<file path="src/rtl/mem_scan_interface_if.sv">
// Groups the start/operand, memory-master and result signals of mem_scan_interface.
// The slave modport is the scanner's view; the master modport is the host/memory side.
// Widths follow the parameters of the instance, which must match the attached scanner.
interface mem_scan_interface_if #(
  parameter int DATA_W   = 16,
  parameter int ADDR_W   = 32,
  parameter int RESULT_W = 32,
  parameter int COUNT_W  = 16
);
  logic                algorithm_enable;
  logic [ADDR_W-1:0]   base_address;
  logic [COUNT_W-1:0]  word_count;
  logic                mode;
  logic                mem_read_enable;
  logic                mem_write_enable;
  logic [ADDR_W-1:0]   mem_addr;
  logic [DATA_W-1:0]   mem_read_data;
  logic [DATA_W-1:0]   mem_write_data;
  logic                mem_read_ready;
  logic                mem_write_ready;
  logic                wait_request;
  logic [RESULT_W-1:0] shortest_distance;
  logic                ready;
  logic                busy;

  modport slave (
    input  algorithm_enable, base_address, word_count, mode,
    input  mem_read_data, mem_read_ready, mem_write_ready, wait_request,
    output mem_read_enable, mem_write_enable, mem_addr, mem_write_data,
    output shortest_distance, ready, busy
  );

  modport master (
    output algorithm_enable, base_address, word_count, mode,
    output mem_read_data, mem_read_ready, mem_write_ready, wait_request,
    input  mem_read_enable, mem_write_enable, mem_addr, mem_write_data,
    input  shortest_distance, ready, busy
  );
endinterface

</file>
<file path="src/rtl/mem_scan_interface.sv">
// Scans WORD_COUNT words from memory, reduces them (saturating sum or unsigned min), optionally writes the result back.
// Latency: count+2 cycles start-to-ready (count+3 with write-back) on a zero-wait memory; all outputs registered.
// Backpressure: each read/write beat is held with a stable address until ready=1 and wait_request=0 coincide.
module mem_scan_interface #(
  parameter int DATA_W     = 16,
  parameter int ADDR_W     = 32,
  parameter int RESULT_W   = 32,
  parameter int COUNT_W    = 16,
  parameter bit WRITE_BACK = 1'b1
) (
  input  logic                algorithm_clock,
  input  logic                algorithm_reset,
  mem_scan_interface_if.slave bus
);

  localparam logic [ADDR_W-1:0]   STRIDE   = ADDR_W'(DATA_W / 8);
  localparam logic [RESULT_W-1:0] DATA_MAX = RESULT_W'({DATA_W{1'b1}});

  typedef enum logic [1:0] {IDLE, READ, WRITE, DONE} state_t;

  state_t              state_q, state_d;
  logic [COUNT_W-1:0]  index_q, index_d;
  logic [COUNT_W-1:0]  count_q, count_d;
  logic [ADDR_W-1:0]   base_q, base_d;
  logic                mode_q, mode_d;
  logic [RESULT_W-1:0] acc_q, acc_d;

  logic                rd_en_q, rd_en_d;
  logic                wr_en_q, wr_en_d;
  logic [ADDR_W-1:0]   addr_q, addr_d;
  logic [DATA_W-1:0]   wdata_q, wdata_d;
  logic [RESULT_W-1:0] dist_q, dist_d;
  logic                ready_q, ready_d;
  logic                busy_q, busy_d;

  logic [RESULT_W-1:0] data_ext;
  logic [RESULT_W:0]   sum_ext;
  logic [RESULT_W-1:0] fold_val;
  logic                read_accept;
  logic                write_accept;

  // Reduction step: accumulator combined with the zero-extended incoming word.
  always_comb begin
    data_ext = RESULT_W'(bus.mem_read_data);
    sum_ext  = {1'b0, acc_q} + {1'b0, data_ext};
    if (mode_q) begin
      fold_val = (data_ext < acc_q) ? data_ext : acc_q;
    end else begin
      fold_val = sum_ext[RESULT_W] ? {RESULT_W{1'b1}} : sum_ext[RESULT_W-1:0];
    end
  end

  assign read_accept  = bus.mem_read_ready  && !bus.wait_request;
  assign write_accept = bus.mem_write_ready && !bus.wait_request;

  // Next-state logic: operand latching, word folding and phase sequencing.
  always_comb begin
    state_d = state_q;
    index_d = index_q;
    count_d = count_q;
    base_d  = base_q;
    mode_d  = mode_q;
    acc_d   = acc_q;
    unique case (state_q)
      IDLE: begin
        if (bus.algorithm_enable) begin
          base_d  = bus.base_address;
          count_d = bus.word_count;
          mode_d  = bus.mode;
          acc_d   = bus.mode ? {RESULT_W{1'b1}} : '0;
          index_d = '0;
          if (bus.word_count != '0) begin
            state_d = READ;
          end else begin
            state_d = WRITE_BACK ? WRITE : DONE;
          end
        end
      end
      READ: begin
        if (read_accept) begin
          acc_d   = fold_val;
          index_d = index_q + COUNT_W'(1);
          if (index_q == count_q - COUNT_W'(1)) begin
            state_d = WRITE_BACK ? WRITE : DONE;
          end
        end
      end
      WRITE: begin
        if (write_accept) begin
          state_d = DONE;
        end
      end
      DONE: begin
        state_d = IDLE;
      end
      default: begin
        state_d = IDLE;
      end
    endcase
  end

  // Output pre-computation from the upcoming state so the registered outputs line up with it;
  // ready/shortest_distance are taken from the DONE cycle and so appear one cycle later.
  always_comb begin
    rd_en_d = (state_d == READ);
    wr_en_d = (state_d == WRITE);
    addr_d  = '0;
    wdata_d = '0;
    if (state_d == READ) begin
      addr_d = base_d + ADDR_W'(index_d) * STRIDE;
    end else if (state_d == WRITE) begin
      addr_d  = base_d + ADDR_W'(count_d) * STRIDE;
      wdata_d = (acc_d > DATA_MAX) ? {DATA_W{1'b1}} : acc_d[DATA_W-1:0];
    end
    ready_d = (state_q == DONE);
    dist_d  = (state_q == DONE) ? acc_q : dist_q;
    busy_d  = (state_d != IDLE);
  end

  // State, operand and output registers; reset drops any in-flight beat at once.
  always_ff @(posedge algorithm_clock or negedge algorithm_reset) begin
    if (!algorithm_reset) begin
      state_q <= IDLE;
      index_q <= '0;
      count_q <= '0;
      base_q  <= '0;
      mode_q  <= 1'b0;
      acc_q   <= '0;
      rd_en_q <= 1'b0;
      wr_en_q <= 1'b0;
      addr_q  <= '0;
      wdata_q <= '0;
      dist_q  <= '0;
      ready_q <= 1'b0;
      busy_q  <= 1'b0;
    end else begin
      state_q <= state_d;
      index_q <= index_d;
      count_q <= count_d;
      base_q  <= base_d;
      mode_q  <= mode_d;
      acc_q   <= acc_d;
      rd_en_q <= rd_en_d;
      wr_en_q <= wr_en_d;
      addr_q  <= addr_d;
      wdata_q <= wdata_d;
      dist_q  <= dist_d;
      ready_q <= ready_d;
      busy_q  <= busy_d;
    end
  end

  assign bus.mem_read_enable   = rd_en_q;
  assign bus.mem_write_enable  = wr_en_q;
  assign bus.mem_addr          = addr_q;
  assign bus.mem_write_data    = wdata_q;
  assign bus.shortest_distance = dist_q;
  assign bus.ready             = ready_q;
  assign bus.busy              = busy_q;

endmodule

</file>
<file path="src/flat_wrapper.sv">
// flat-port wrapper written by rule: the top's interface ports become plain ports
module mem_scan_interface_flat 
#(
  parameter int DATA_W     = 16,
  parameter int ADDR_W     = 32,
  parameter int RESULT_W   = 32,
  parameter int COUNT_W    = 16,
  parameter bit WRITE_BACK = 1'b1
)
  (algorithm_clock, algorithm_reset, bus_algorithm_enable, bus_base_address, bus_word_count, bus_mode, bus_mem_read_data, bus_mem_read_ready, bus_mem_write_ready, bus_wait_request, bus_mem_read_enable, bus_mem_write_enable, bus_mem_addr, bus_mem_write_data, bus_shortest_distance, bus_ready, bus_busy);
  mem_scan_interface_if #(.DATA_W(DATA_W), .ADDR_W(ADDR_W), .RESULT_W(RESULT_W), .COUNT_W(COUNT_W)) bus_i ();
  input  logic algorithm_clock;
  input  logic algorithm_reset;
  input wire logic [$bits(bus_i.algorithm_enable)-1:0] bus_algorithm_enable;
  input wire logic [$bits(bus_i.base_address)-1:0] bus_base_address;
  input wire logic [$bits(bus_i.word_count)-1:0] bus_word_count;
  input wire logic [$bits(bus_i.mode)-1:0] bus_mode;
  input wire logic [$bits(bus_i.mem_read_data)-1:0] bus_mem_read_data;
  input wire logic [$bits(bus_i.mem_read_ready)-1:0] bus_mem_read_ready;
  input wire logic [$bits(bus_i.mem_write_ready)-1:0] bus_mem_write_ready;
  input wire logic [$bits(bus_i.wait_request)-1:0] bus_wait_request;
  output wire logic [$bits(bus_i.mem_read_enable)-1:0] bus_mem_read_enable;
  output wire logic [$bits(bus_i.mem_write_enable)-1:0] bus_mem_write_enable;
  output wire logic [$bits(bus_i.mem_addr)-1:0] bus_mem_addr;
  output wire logic [$bits(bus_i.mem_write_data)-1:0] bus_mem_write_data;
  output wire logic [$bits(bus_i.shortest_distance)-1:0] bus_shortest_distance;
  output wire logic [$bits(bus_i.ready)-1:0] bus_ready;
  output wire logic [$bits(bus_i.busy)-1:0] bus_busy;
  assign bus_i.algorithm_enable = bus_algorithm_enable;
  assign bus_i.base_address = bus_base_address;
  assign bus_i.word_count = bus_word_count;
  assign bus_i.mode = bus_mode;
  assign bus_i.mem_read_data = bus_mem_read_data;
  assign bus_i.mem_read_ready = bus_mem_read_ready;
  assign bus_i.mem_write_ready = bus_mem_write_ready;
  assign bus_i.wait_request = bus_wait_request;
  assign bus_mem_read_enable = bus_i.mem_read_enable;
  assign bus_mem_write_enable = bus_i.mem_write_enable;
  assign bus_mem_addr = bus_i.mem_addr;
  assign bus_mem_write_data = bus_i.mem_write_data;
  assign bus_shortest_distance = bus_i.shortest_distance;
  assign bus_ready = bus_i.ready;
  assign bus_busy = bus_i.busy;
  mem_scan_interface #(.DATA_W(DATA_W), .ADDR_W(ADDR_W), .RESULT_W(RESULT_W), .COUNT_W(COUNT_W), .WRITE_BACK(WRITE_BACK)) u_core (.algorithm_clock(algorithm_clock), .algorithm_reset(algorithm_reset), .bus(bus_i));
endmodule
</file>
<file path="config.mk">
export PLATFORM = sky130hd
export DESIGN_NAME = mem_scan_interface_flat
export DESIGN_NICKNAME = d
export VERILOG_FILES = /design/src/rtl/mem_scan_interface_if.sv /design/src/rtl/mem_scan_interface.sv /design/src/flat_wrapper.sv
export SDC_FILE = /design/constraint.sdc
export NUM_CORES = 1
export LEC_CHECK = 0
export CAP_MARGIN = 40
export CORE_MARGIN = 3
export CORE_UTILIZATION = 56
export CTS_CLUSTER_SIZE = 30
export DETAILED_ROUTE_END_ITERATION = 16
export GPL_ROUTABILITY_DRIVEN = 0
export PLACE_DENSITY = 0.78
export SLEW_MARGIN = 20
export SYNTH_ARGS = -nofsm -noshare
export SYNTH_HDL_FRONTEND = slang
export SYNTH_SLANG_ARGS = --single-unit
export TNS_END_PERCENT = 10
</file>
<file path="constraint.sdc">
create_clock -name algorithm_clock -period 6.4 [get_ports algorithm_clock]
set_input_delay 1.28 -clock algorithm_clock [delete_from_list [all_inputs] [get_ports algorithm_clock]]
set_output_delay 1.28 -clock algorithm_clock [all_outputs]
set_load 0.005 [all_outputs]
</file>
After elaboration in Yosys (flattened, before gate mapping)
Index checks and enable logic that the tools add are counted.

Bits in registers: 183. Input port bits: 71. Output and inout bits: 84. Logic and storage cells: 58.

Add/subtract/negate cells: 5. Order comparisons: 2. Eq/ne operators: 6. Mux-type cells: 25. Reductions and logical operators: 7.

Operators with widths (count): 32-bit 2-to-1 mux (10); 16-bit 2-to-1 mux (7); 32-bit by 17-bit adder with 32-bit output (2); 32-bit one-hot mux with 2 select lines (1); 32-bit by 16-bit adder with 33-bit output (1); 32-bit by 16-bit greater-than comparator with 1-bit output, second input constant (1); 16-bit by 32-bit less-than comparator with 1-bit output (1); 16-bit one-hot mux with 2 select lines (1); 16-bit by 1-bit adder with 16-bit output, second input constant (1); 16-bit equality test (1); 16-bit nonzero test (1); 16-bit by 1-bit subtractor with 16-bit output, second input constant (1); 2-bit 2-to-1 mux (5); 2-bit one-hot mux with 4 select lines (1); 2-bit equality test, second input constant (3); 2-bit by 1-bit equality test with 1-bit output, second input constant (2); 1-bit logical AND (2); 2-bit zero test (1); 2-bit AND reduction (1); 2-bit nonzero test (1); 1-bit zero test (1).

Longest topological paths before layout
Word-level depth: 9. Mapped depth: 21.

Worst setup path before layout
OpenSTA, ideal clock, no wires.

Path type: input port to flip-flop. From: in bus_algorithm_enable. To: reg u_core.addr_q[23] (netlist: u_core.bus.mem_addr[23]). Setup time: 0.118 ns. Data arrival time: 5.711 ns. Slack: 0.571 ns. Stages on the path: 18. Path through: clkbuf_1 nor3b_2 buf_2 clkbuf_1 buf_1 clkbuf_1 nor2_1 ha_1 nor2b_1 o31a_1 o32a_1 a311o_1 a21o_1 a21oi_1 o21a_1 o22a_1 nor4_1 a21o_1.

Elaborated cells between the ends (all ways): 14. Those cells by class: add/sub (2); eq/ne (2); mux (10).

RTL lines: start, declared (line flat_wrapper.sv:14) `input wire logic [$bits(bus_i.algorithm_enable)-1:0] bus_algorithm_enable;`; 16-bit 2-to-1 mux (line mem_scan_interface.sv:66) `if (bus.algorithm_enable) begin`; 16-bit one-hot mux with 2 select lines (line mem_scan_interface.sv:64) `unique case (state_q)`; named net u_core.index_d[2] (line mem_scan_interface.sv:22) `logic [COUNT_W-1:0] index_q, index_d;`; 32-bit by 17-bit adder with 32-bit output (line mem_scan_interface.sv:110) `addr_d = base_d + ADDR_W'(index_d) * STRIDE;`; 32-bit 2-to-1 mux (line mem_scan_interface.sv:109) `if (state_d == READ) begin`; named net u_core.addr_d[23] (line mem_scan_interface.sv:30) `logic [ADDR_W-1:0] addr_q, addr_d;`; end signal, assigned (line mem_scan_interface.sv:145) `addr_q <= addr_d;`; end, declared (line mem_scan_interface.sv:30).

The timed path passes the listed nets, and every way through them passes these cells. A chain may end at the register's enable or synchronous reset.

Worst setup path in the final report
From: in bus_algorithm_enable. To: reg u_core.addr_q[23] (netlist: u_core.bus.mem_addr[23]).

Cells in the longest elaborated chain, start to end: 5. Elaborated cells between the ends (all ways): 14. Those cells by class: add/sub (2); eq/ne (2); mux (10).

Ends and longest elaborated chain: 32-bit 2-to-1 mux (*) (line mem_scan_interface.sv:66); 32-bit 2-to-1 mux (*) (line mem_scan_interface.sv:64); named net u_core.base_d[3] (line mem_scan_interface.sv:24) `logic [ADDR_W-1:0] base_q, base_d;`; 32-bit by 17-bit adder with 32-bit output (line mem_scan_interface.sv:112) `addr_d = base_d + ADDR_W'(count_d) * STRIDE;`; 32-bit 2-to-1 mux (line mem_scan_interface.sv:111) `end else if (state_d == WRITE) begin`; 32-bit 2-to-1 mux (*) (line mem_scan_interface.sv:109); named net u_core.addr_d[23] (line mem_scan_interface.sv:30).

The timed path passes the listed nets; every way through them passes the cells marked *.

==> results by group <==
Global routing
  – Grt ovf: 0
  – Initial antenna violation count: 0
  – Largest net degree at the start of global routing: 80
  – Global-route wire length before repair: roughly 52000 um
  – Vias in the first global route: ~10000
  – GRT Overall Usage: approximately 29%

STA
  – Clk_skew: about 15 ps
  – Max Clk Rate: around 0.18 GHz
  – Fin crit period: around 5500 ps
  – Final-report hold violation count: 0
  – Setup violations, final: 0
  – Final period util: ~86%
  – Fin worst setup slack: 889.3 ps
  – Pins Over Slew Limit: 0
  – Fin Setup TNS: 0 ps
  – Slew Limit Headroom: roughly a third
  – Hold WS: 476.5 ps
  – RSZ-0062 raised after global routing: false
  – Worst-margin pin slew: 982.0 ps

Worst setup path
  – CP max stage delay: ~770 ps
  – Worst reg2reg endpoint: u_core.bus.mem_addr[23]
  – Reg2reg setup slack: 1010 ps
  – Slowest library cell on the worst path: clkdlybuf4s50_1
  – Crit path from: bus_algorithm_enable
  – Sum of buffers and inverters on the critical path: 2
  – Critical Path, Cell by Cell: clkdlybuf4s50_1 > nor3b_4 > buf_12 > nand2_1 > nand2_1 > ha_1 > nor2b_1 > o31a_1 > o32a_1 > a311o_1 > a21o_1 > a21oi_1 > o21a_1 > o22a_1 > nor4_1 > a21o_1
  – Setup CP Type: primary input to register
  – Crit path max fanout: 67
  – R2r worst-path depth: 18
  – RR Startpoint: u_core.state_q[1]
  – Worst endpoint required time: around 6700 ps
  – CP endpoint kind: register
  – Crit start category: primary input
  – Delay-heaviest family, CP: compound AO/OA/AOI/OAI gates
  – Endpoint arrival time on the critical path: 5830 ps

Power
  – Pwr dens: 492.4 mW/mm2
  – VDD IR max: roughly 0.26 mV
  – Leak pwr: about 6.3 nW
  – Design Power: ~6.9 mW

Finish
  – Layout cells sized above 1: 7.400%
  – Non-filler cells, final: roughly 1700
  – Ant diodes: 0
  – P&R area growth vs syn: 20.54%
  – Nets@finish: between 1500 and 2000
  – Post-layout util: between 70 and 80%
  – Fin area: around 0.014 mm2

Synth
  – Syn Nets: 1415
  – Seq cells post-synth: 183
  – YS warnings: 0
  – Most used DFF post-synth: dfrtp_1
  – Register area share after synthesis: 39.58%
  – Fraction of registers with async set or reset after synthesis: 100.0%
  – Yosys cell types: a little over 90
  – Syn avg cell area: between 9 and 10 um2
  – Synthesized instance count: 1275
  – Synthesized area: about 0.012 mm2
  – Post-synth EDFFs: 0

Routing
  – DR vias: 10450
  – DRC viols: 1
  – Drt first-iter violations: 1188
  – Vias/cell: between 6 and 7
  – WL/cell: 19.61 um
  – Antenna Violating Nets Remaining: 0
  – DRT Pass-1 Iters: 14
  – Routed wire length: approximately 33000 um

Floorplanning
  – Die area: approximately 0.022 mm2
  – Die height: roughly 150 um
  – Core Region: a little under 0.02 mm2
  – Die Width: 149.7 um
  – Starting density of the core: 58.29%
  – Ports: 155
  – Site row count: between 50 and 60

Min path
  – Hold Startpoint: u_core.base_q[0]
  – Hold path cells: 2
  – Hold crit path type: register to register
  – Hold EP: u_core.base_q[0]

Clocking
  – Post-CTS sizing: 0
  – Clk sinks: 183
  – H-tree Lvls: 4
  – TritonCTS clock tree: built
  – Clk_lat worst skew: 440 ps
  – Clock buffer depth: 2
  – Root Driver: clkbuf_16
  – Clk slew on worst S/H paths: approximately 70 ps
  – Postcts setup bufs: 0
  – Hold Buf Count CTS: 0
  – Clock buffer count from CTS: 17

Status
  – Status: finished, violations left
  – Failing checks: DRC

Placement
  – PortBufs: around 150
  – Placed Cells: around 1700
  – Post-Place Setup Slack: roughly 490 ps
  – HPWL after detailed placement: approximately 24000 um
  – Placed Area: around 0.013 mm2

Run
  – Max Cap Viol: 0
## routing by layer
layer | global-route usage, % | wire [um] | vias up
met5 | 0 | 0 | -
met4 | 11.53 | 1316 | 0
met3 | 4.119 | 2422 | 113
met2 | 50.36 | 16010 | 546
met1 | 37.53 | 13280 | 4926
li1 | - | - | 4862
## worst reg2reg max path, stage by stage (launching register included)
cell and delay [ps]:
dfrtp_1 620, inv_1 440, nand2_1 330, nor2_1 410, and3_1 360, nand4_1 160, xor2_1 210, nor2_1 90
ha_1 340, o21a_1 130, o21a_1 170, o32a_1 210, a311o_1 390, a21o_1 180, a21oi_1 260, o21a_1 340
o22a_1 350, nor4_1 110, a21o_1 180
## kinds of logic after synthesis
kind of cell,count (synthesis),synth area share (%)
XOR/XNOR,75,5.678
multiplexers,39,3.569
buffers and inverters,122,4.250
AO/OA/AOI/OAI,351,21.31
AND/OR/NAND/NOR,436,17.95
flip-flops,183,39.58
adder cells (fa/ha/maj),69,7.657
## sequential cells by signal (all words and copies together), names as in the netlist, 2 cells and up
name                          count
u_core.bus.shortest_distance     32
u_core.acc_q                     32
u_core.index_q                   16
u_core.count_q                   16
u_core.bus.mem_addr              32
u_core.bus.mem_write_data        16
u_core.state_q                    2
u_core.base_q                    32
## layout by cell type, fill, tap and decap left out, drive strengths merged, types with 7 or more instances in the layout
master / n
nand2: 195
dfrtp: 183
clkdlybuf4s50: 153
a21oi: 77
o21ai: 77
nor2: 75
ha: 66
inv: 64
xor2: 40
xnor2: 35
nand3: 27
a21o: 25
nor3: 22
o31a: 22
clkbuf: 22
mux2i: 21
nor4: 21
buf: 20
mux2: 18
o22ai: 18
nand2b: 16
and3: 16
nand4: 15
o21a: 15
nor2b: 15
a31oi: 15
o31ai: 10
o221a: 9
a211oi: 8
and4: 7
## final cells by class
class                   count  area (um2)
clock buffers              22       454.2
multi-input cells         970        6509
well taps                 265       331.6
inverters                  62       232.7
fillers                  1568        5901
repair buffers            173        1695
flip-flops and latches    183        4579
clock inverters             9       142.6
## cell usage after synthesis (all sizes together) (7+ instances only)
cell type / number / area, um2
nand2: 195 / 732.0
dfrtp: 183 / 4579
a21oi: 77 / 389.1
o21ai: 77 / 385.4
nor2: 75 / 281.5
ha: 66 / 825.8
inv: 61 / 229.0
clkbuf: 43 / 161.4
xor2: 40 / 350.3
xnor2: 35 / 306.5
nand3: 27 / 135.1
a21o: 25 / 187.7
nor3: 22 / 110.1
o31a: 22 / 193.9
mux2i: 21 / 210.2
nor4: 21 / 152.6
mux2: 18 / 202.7
o22ai: 18 / 112.6
buf: 17 / 97.59
and3: 16 / 100.1
nand2b: 16 / 100.1
a31oi: 15 / 106.4
nand4: 15 / 93.84
nor2b: 15 / 103.9
o21a: 15 / 112.6
o31ai: 10 / 75.07
o221a: 9 / 101.4
a211oi: 8 / 72.57
and4: 7 / 61.31
## worst max-delay path by stage
stage	depth (start not counted)	end
after floorplan	18	u_core.bus.mem_addr[23]
after global placement	16	u_core.bus.mem_addr[25]
after detailed placement	16	u_core.bus.mem_addr[25]
after CTS	16	u_core.bus.mem_addr[23]
after global routing	16	u_core.bus.mem_addr[25]
final	16	u_core.bus.mem_addr[23]
## where the power goes
group | internal, mW | leakage [nW] | switching, mW
sequential | 1.63 | 2.31 | 0.425
clock | 0.630 | 0.283 | 0.461
combinational | 1.64 | 3.66 | 2.09
total | 3.90 | 6.25 | 2.97
Note: power is estimated with default switching activity, not from simulation.
